### config.mk
export PLATFORM = sky130hd
export DESIGN_NAME = alu_control_seq
export DESIGN_NICKNAME = d
export VERILOG_FILES = /design/src/rtl/alu_ctl_pkg.sv /design/src/rtl/alu_control_seq_md_sequencer.sv /design/src/rtl/alu_control_seq.sv
export SDC_FILE = /design/constraint.sdc
export NUM_CORES = 1
export LEC_CHECK = 0
export CORE_MARGIN = 2
export CORE_UTILIZATION = 35
export DETAILED_ROUTE_END_ITERATION = 16
export PLACE_DENSITY = 0.7
export SYNTH_ARGS = -nofsm -noshare
export SYNTH_HDL_FRONTEND = slang
export SYNTH_HIERARCHICAL = 1
export SYNTH_SLANG_ARGS = --single-unit
export TNS_END_PERCENT = 1
### constraint.sdc
create_clock -name clk -period 4.23 [get_ports clk]
set_input_delay 0.846 -clock clk [delete_from_list [all_inputs] [get_ports clk]]
set_output_delay 0.846 -clock clk [all_outputs]
set_load 0.03 [all_outputs]
### src/rtl/alu_ctl_pkg.sv
// Shared codes for the ALU control decoder and mul/div sequencer.
// Function fields, ALU classes, operation/jump/md codes, FSM state type.
package alu_ctl_pkg;

  localparam logic [5:0] FN_SLL   = 6'b000000;
  localparam logic [5:0] FN_SRL   = 6'b000010;
  localparam logic [5:0] FN_JR    = 6'b001000;
  localparam logic [5:0] FN_JALR  = 6'b001001;
  localparam logic [5:0] FN_MULT  = 6'b011000;
  localparam logic [5:0] FN_MULTU = 6'b011001;
  localparam logic [5:0] FN_DIV   = 6'b011010;
  localparam logic [5:0] FN_DIVU  = 6'b011011;
  localparam logic [5:0] FN_ADD   = 6'b100000;
  localparam logic [5:0] FN_SUB   = 6'b100010;
  localparam logic [5:0] FN_AND   = 6'b100100;
  localparam logic [5:0] FN_OR    = 6'b100101;
  localparam logic [5:0] FN_XOR   = 6'b100110;
  localparam logic [5:0] FN_NOR   = 6'b100111;
  localparam logic [5:0] FN_SLT   = 6'b101010;

  localparam logic [2:0] CLS_ANDI  = 3'b001;
  localparam logic [2:0] CLS_BR    = 3'b010;
  localparam logic [2:0] CLS_MEM   = 3'b011;
  localparam logic [2:0] CLS_ADDI  = 3'b100;
  localparam logic [2:0] CLS_ORI   = 3'b101;
  localparam logic [2:0] CLS_LUI   = 3'b110;
  localparam logic [2:0] CLS_RTYPE = 3'b111;

  localparam logic [3:0] OP_OR   = 4'b0010;
  localparam logic [3:0] OP_ADD  = 4'b0011;
  localparam logic [3:0] OP_SUB  = 4'b0100;
  localparam logic [3:0] OP_LUI  = 4'b0101;
  localparam logic [3:0] OP_AND  = 4'b0110;
  localparam logic [3:0] OP_NOR  = 4'b0111;
  localparam logic [3:0] OP_NOP  = 4'b1001;
  localparam logic [3:0] OP_JR   = OP_NOP;
  localparam logic [3:0] OP_SLL  = 4'b1010;
  localparam logic [3:0] OP_SRL  = 4'b1011;
  localparam logic [3:0] OP_SLT  = 4'b1100;
  localparam logic [3:0] OP_XOR  = 4'b1101;
  localparam logic [3:0] OP_MUL  = 4'b1110;
  localparam logic [3:0] OP_DIV  = 4'b1111;

  localparam logic [1:0] JMP_NONE = 2'b00;
  localparam logic [1:0] JMP_JR   = 2'b10;
  localparam logic [1:0] JMP_JALR = 2'b11;

  localparam logic [1:0] MD_MULT  = 2'b00;
  localparam logic [1:0] MD_MULTU = 2'b01;
  localparam logic [1:0] MD_DIV   = 2'b10;
  localparam logic [1:0] MD_DIVU  = 2'b11;

  typedef enum logic {
    MD_IDLE = 1'b0,
    MD_BUSY = 1'b1
  } md_state_e;

  typedef struct packed {
    logic [3:0] op;
    logic [1:0] jmp;
    logic       is_md;
    logic [1:0] md_op;
  } dec_t;

  function automatic logic md_is_div(input logic [1:0] md_op);
    return md_op[1];
  endfunction

endpackage

### src/rtl/alu_control_seq_md_sequencer.sv
// Mul/div occupancy FSM: down-counts the unit latency, stalls the
// front end and strobes the HI/LO write on the last busy cycle.
module md_sequencer
  import alu_ctl_pkg::*;
#(
  parameter int MUL_LATENCY = 4,
  parameter int DIV_LATENCY = 32
) (
  input  logic clk,
  input  logic reset,
  input  logic start,
  input  logic is_div,
  input  logic flush_i,
  output logic stall_o,
  output logic hilo_we_o
);

  localparam int MAXL = (MUL_LATENCY > DIV_LATENCY) ?
                        MUL_LATENCY : DIV_LATENCY;
  localparam int CW   = (MAXL > 1) ? $clog2(MAXL) : 1;

  localparam logic [CW-1:0] MUL_LOAD = CW'(MUL_LATENCY - 1);
  localparam logic [CW-1:0] DIV_LOAD = CW'(DIV_LATENCY - 1);
  localparam logic [CW-1:0] ONE      = CW'(1);

  md_state_e     state;
  logic [CW-1:0] cnt;
  logic          last;

  assign last      = (cnt == '0);
  assign stall_o   = (state == MD_BUSY) && !last;
  assign hilo_we_o = (state == MD_BUSY) && last && !flush_i;

  // start can only arrive while idle or on the final busy cycle,
  // since any earlier busy cycle holds the instruction in ID.
  always_ff @(posedge clk or negedge reset) begin
    if (!reset) begin
      state <= MD_IDLE;
      cnt   <= '0;
    end else if (flush_i) begin
      state <= MD_IDLE;
      cnt   <= '0;
    end else if (start) begin
      state <= MD_BUSY;
      cnt   <= is_div ? DIV_LOAD : MUL_LOAD;
    end else if (state == MD_BUSY) begin
      if (last) begin
        state <= MD_IDLE;
      end else begin
        cnt <= cnt - ONE;
      end
    end
  end

endmodule

### src/rtl/alu_control_seq.sv
// ID->EX ALU control stage: decodes class/function into a registered
// ALU operation and jump control, and launches multi-cycle mul/div.
module alu_control_seq
  import alu_ctl_pkg::*;
#(
  parameter int MUL_LATENCY = 4,
  parameter int DIV_LATENCY = 32
) (
  input  logic       clk,
  input  logic       reset,
  input  logic       valid_i,
  input  logic       flush_i,
  input  logic [2:0] alu_op_i,
  input  logic [5:0] alu_function_i,
  output logic [3:0] alu_operation_o,
  output logic [1:0] jmp_ctl_o,
  output logic       valid_o,
  output logic       md_start_o,
  output logic [1:0] md_op_o,
  output logic       stall_o,
  output logic       hilo_we_o
);

  dec_t dec;
  logic accept;
  logic md_go;

  always_comb begin
    dec       = '0;
    dec.op    = OP_NOP;
    dec.jmp   = JMP_NONE;
    dec.md_op = MD_MULT;
    case (alu_op_i)
      CLS_ADDI: dec.op = OP_ADD;
      CLS_ORI:  dec.op = OP_OR;
      CLS_ANDI: dec.op = OP_AND;
      CLS_LUI:  dec.op = OP_LUI;
      CLS_MEM:  dec.op = OP_ADD;
      CLS_BR:   dec.op = OP_SUB;
      CLS_RTYPE: begin
        case (alu_function_i)
          FN_ADD: dec.op = OP_ADD;
          FN_SUB: dec.op = OP_SUB;
          FN_AND: dec.op = OP_AND;
          FN_OR:  dec.op = OP_OR;
          FN_NOR: dec.op = OP_NOR;
          FN_XOR: dec.op = OP_XOR;
          FN_SLL: dec.op = OP_SLL;
          FN_SRL: dec.op = OP_SRL;
          FN_SLT: dec.op = OP_SLT;
          FN_JR: begin
            dec.op  = OP_JR;
            dec.jmp = JMP_JR;
          end
          FN_JALR: begin
            dec.op  = OP_ADD;
            dec.jmp = JMP_JALR;
          end
          FN_MULT: begin
            dec.op    = OP_MUL;
            dec.is_md = 1'b1;
            dec.md_op = MD_MULT;
          end
          FN_MULTU: begin
            dec.op    = OP_MUL;
            dec.is_md = 1'b1;
            dec.md_op = MD_MULTU;
          end
          FN_DIV: begin
            dec.op    = OP_DIV;
            dec.is_md = 1'b1;
            dec.md_op = MD_DIV;
          end
          FN_DIVU: begin
            dec.op    = OP_DIV;
            dec.is_md = 1'b1;
            dec.md_op = MD_DIVU;
          end
          default: dec.op = OP_NOP;
        endcase
      end
      default: dec.op = OP_NOP;
    endcase
  end

  assign accept = valid_i && !stall_o && !flush_i;
  assign md_go  = accept && dec.is_md;

  // Non-accepting edges (idle, stall, flush) emit a bubble.
  always_ff @(posedge clk or negedge reset) begin
    if (!reset) begin
      alu_operation_o <= OP_NOP;
      jmp_ctl_o       <= JMP_NONE;
      valid_o         <= 1'b0;
      md_start_o      <= 1'b0;
      md_op_o         <= MD_MULT;
    end else begin
      alu_operation_o <= accept ? dec.op : OP_NOP;
      jmp_ctl_o       <= accept ? dec.jmp : JMP_NONE;
      valid_o         <= accept;
      md_start_o      <= md_go;
      if (md_go) begin
        md_op_o <= dec.md_op;
      end
    end
  end

  md_sequencer #(
    .MUL_LATENCY (MUL_LATENCY),
    .DIV_LATENCY (DIV_LATENCY)
  ) u_seq (
    .clk       (clk),
    .reset     (reset),
    .start     (md_go),
    .is_div    (md_is_div(dec.md_op)),
    .flush_i   (flush_i),
    .stall_o   (stall_o),
    .hilo_we_o (hilo_we_o)
  );

endmodule

==> impl_results.md <==
- Hold Crit Start: md_op_o[1]
- Synth Warn #: 6
- Crit Path Max Fanout: 8
- Final min period: about 3.2 ns
- Global-route wire length before repair: 3.46 mm
- Static Leakage: about 0.00051 uW
- Buffers on Ports: 24
- Sequential element share of the synthesized area: 40.3%
- Max VDD drop: 0.148 mV
- Die area: 0.00330 sq mm
- Worst Tran Pin Value: 0.708 ns
- Critical Path Start Type: input port
- DRT iter0 DRCs: 26
- Worst R2R Path Depth: 9
- Slew Viols, Final: 0
- WHS Path Cells: 2
- Post-synth top area cell: dfrtp_1
- DR DRC count: 0
- Commonest non-fill, non-tap cell in the layout: clkdlybuf4s50_1
- Post-synthesis cell type count: roughly 40
- Fin crit share: between 70% and 80%
- Max frequency: 0.315 GHz
- Sink Count: 16
- Post-synth top area share: 35.0%
- Total track usage: a little over an eighth
- R2R Path Start: u_seq/cnt[0]
- Final ANT Viol Nets: 0
- # resized after CTS: 0
- Die Wd: 57.4 um
- CTS Buffer Depth: 2
- Worst endpoint required time: 3.38 ns
- Setup bufs post-CTS: 0
- Fin cells: 155
- Antenna violations before repair: 0
- Initial Utilization: between 30% and 40%
- Dpl cells: ~150
- CTS tree: built
- Fill cell count: 265
- GP Congestion: 0.842
- Crit path DAT: 2.33 ns
- Mapped Cells: 102
- FF+latch count, synth: 16
- Fin nets: 139
- Setup crit end kind: primary output
- Pre-antenna DRT Iters: 4
- RSZ-0062 raised after global routing: no
- Syn_area_per_cell: 9.80 sq um
- Area delta synth->final: 27.2%
- WL final: 2.08 mm
- Fin Hold WS: 0.513 ns
- Final core occ: about 46%
- Max cap viols: 0
- Most frequent cells in the layout: clkdlybuf4s50_1, dfrtp_1, nand2_1, inv_1, nor2_1
- Layout cell share with drive strength beyond 1: 14.5%
- DR WL/cell: 13.4 um
- Via/cell ratio: 5.54
- Final setup violation count: 0
- Hold endpoint: md_op_o[1]
- Worst-skew pair later-pin latency: 0.28 ns
- Cell area after synthesis: approximately 1000 sq um
- Cell row count: 19
- Core area: 0.00273 sq mm
- I/O Pins: 25
- TritonCTS Buffers: 3
- R2R setup slack: 1.45 ns
- Pwr/cell area: ~250 mW/mm^2
- Finished Cell Area: 0.00127 sq mm
- Cts hold-fix bufs: 0
- Clock slew at the register clock pins of the worst setup and hold paths: about 0.090 ns
- Root buffer cell: clkbuf_4
- Total grt overflow: 0
- Setup Skew: between 0.0015 and 0.002 ns
- Ranking of synthesized cells by area: dfrtp_1, dfstp_2, a211oi_1
- H-tree Lvls: 1
- Status: finished clean
- Die Height: approximately 57 um
- Net Count, Synth: ~120
- Number of hold violations in the final report: 0
- Crit Path Class: in2out
- Vias post-DR: about 860
- ANT cells: 0
- Post-DP HPWL: 1.60 mm
- R2r endpoint: u_seq/cnt[3]
- HP Class: reg2reg
- Max-Slew Margin vs Limit: 52.6%
- Vias in the first global route: roughly 800
- Fin Setup TNS: 0 ns
- Largest net degree at the start of global routing: 17
- Post-DP Area: 0.00123 sq mm
## where the power goes
part	total, uW	internal (uW)	switching (uW)
Clock	100	52.4	48.0
Sequential	158	157	1.13
Combinational	57.0	25.9	31.1
Total	315	235	80.2
## critical path, cell delays in order
cell and delay (ns):
clkdlybuf4s50_1 0.56, nor3_1 0.24, clkdlybuf4s50_1 0.69
## how the worst max path moves through the flow
stage	startpoint	endpoint	slack (ns)	cells past startpoint
after floorplan	u_seq/cnt[0]	u_seq/cnt[3]	1.48	11
after global placement	flush_i	hilo_we_o	1.08	3
after detailed placement	flush_i	hilo_we_o	1.06	3
after CTS	flush_i	hilo_we_o	1.06	3
after global routing	flush_i	hilo_we_o	0.99	3
final	flush_i	hilo_we_o	1.05	3
## routing by layer
metal / vias to the layer above / wire length (um) / global-route usage (%)
met5: - / 0 / 0
met4: 0 / 10 / 5.98
met3: 2 / 100 / 2.04
met2: 24 / 1050 / 22.9
met1: 410 / 923 / 16.8
li1: 423 / - / -
## layout make-up
type / count / area, sq um / area share, %
Tap cell: 31 / 38.8 / 3.05
Sequential cell: 16 / 403 / 31.7
Timing Repair Buffer: 25 / 248 / 19.5
Multi-Input combinational cell: 73 / 523 / 41.1
Inverter: 6 / 22.5 / 1.77
Clock buffer: 4 / 36.3 / 2.85
## cell usage after synthesis
library cell,count
nor4_2,1
a2bb2oi_1,1
and4bb_2,1
a2111oi_2,1
inv_1,6
a21oi_1,3
and3_1,2
dfrtp_1,14
o311ai_1,1
and2_1,1
a31oi_1,2
nor3b_1,3
nor2b_1,3
nor4_1,1
nor3_1,4
buf_2,2
mux2_2,2
a41o_1,1
buf_6,3
nand3_1,4
nor4b_4,1
and3_2,1
or4b_4,1
o21ai_0,5
and3b_1,1
o2111ai_1,1
ha_1,1
mux2i_1,2
nand3b_1,2
a211oi_1,5
nor2_1,6
or3_1,1
dfstp_2,2
and2_4,1
nand2_1,8
and3_4,1
clkbuf_1,2
o22ai_1,1
nand4bb_1,1
a311oi_1,2
o31ai_2,1
## sequential cells by signal, summed over array words and instances, names as in the netlist
name,count
u_seq/cnt,5
alu_operation_o,4
jmp_ctl_o,2
md_op_o,2
md_start_o,1
u_seq/state,1
valid_o,1
## metrics by stage
| stage | worst slack [ns] | power, uW |
|---|---|---|
| final | 1.05 | 315 |
| after global routing | 0.994 | 332 |
| after CTS | 1.06 | 320 |
| after detailed placement | 1.06 | 218 |
| after global placement | 1.08 | 217 |
| after floorplan | 1.48 | 191 |
## logic make-up after synthesis
kind of cell               Yosys count  synth area share, %
AOI/OAI and AO/OA                   24                 17.8
adders and majority gates            1                 1.25
buffers and inverters               13                 7.38
DFF                                 16                 40.3
muxes                                4                 4.26
and+or+nand+nor                     44                 29.0
Note: power is estimated with default switching activity, not from simulation.
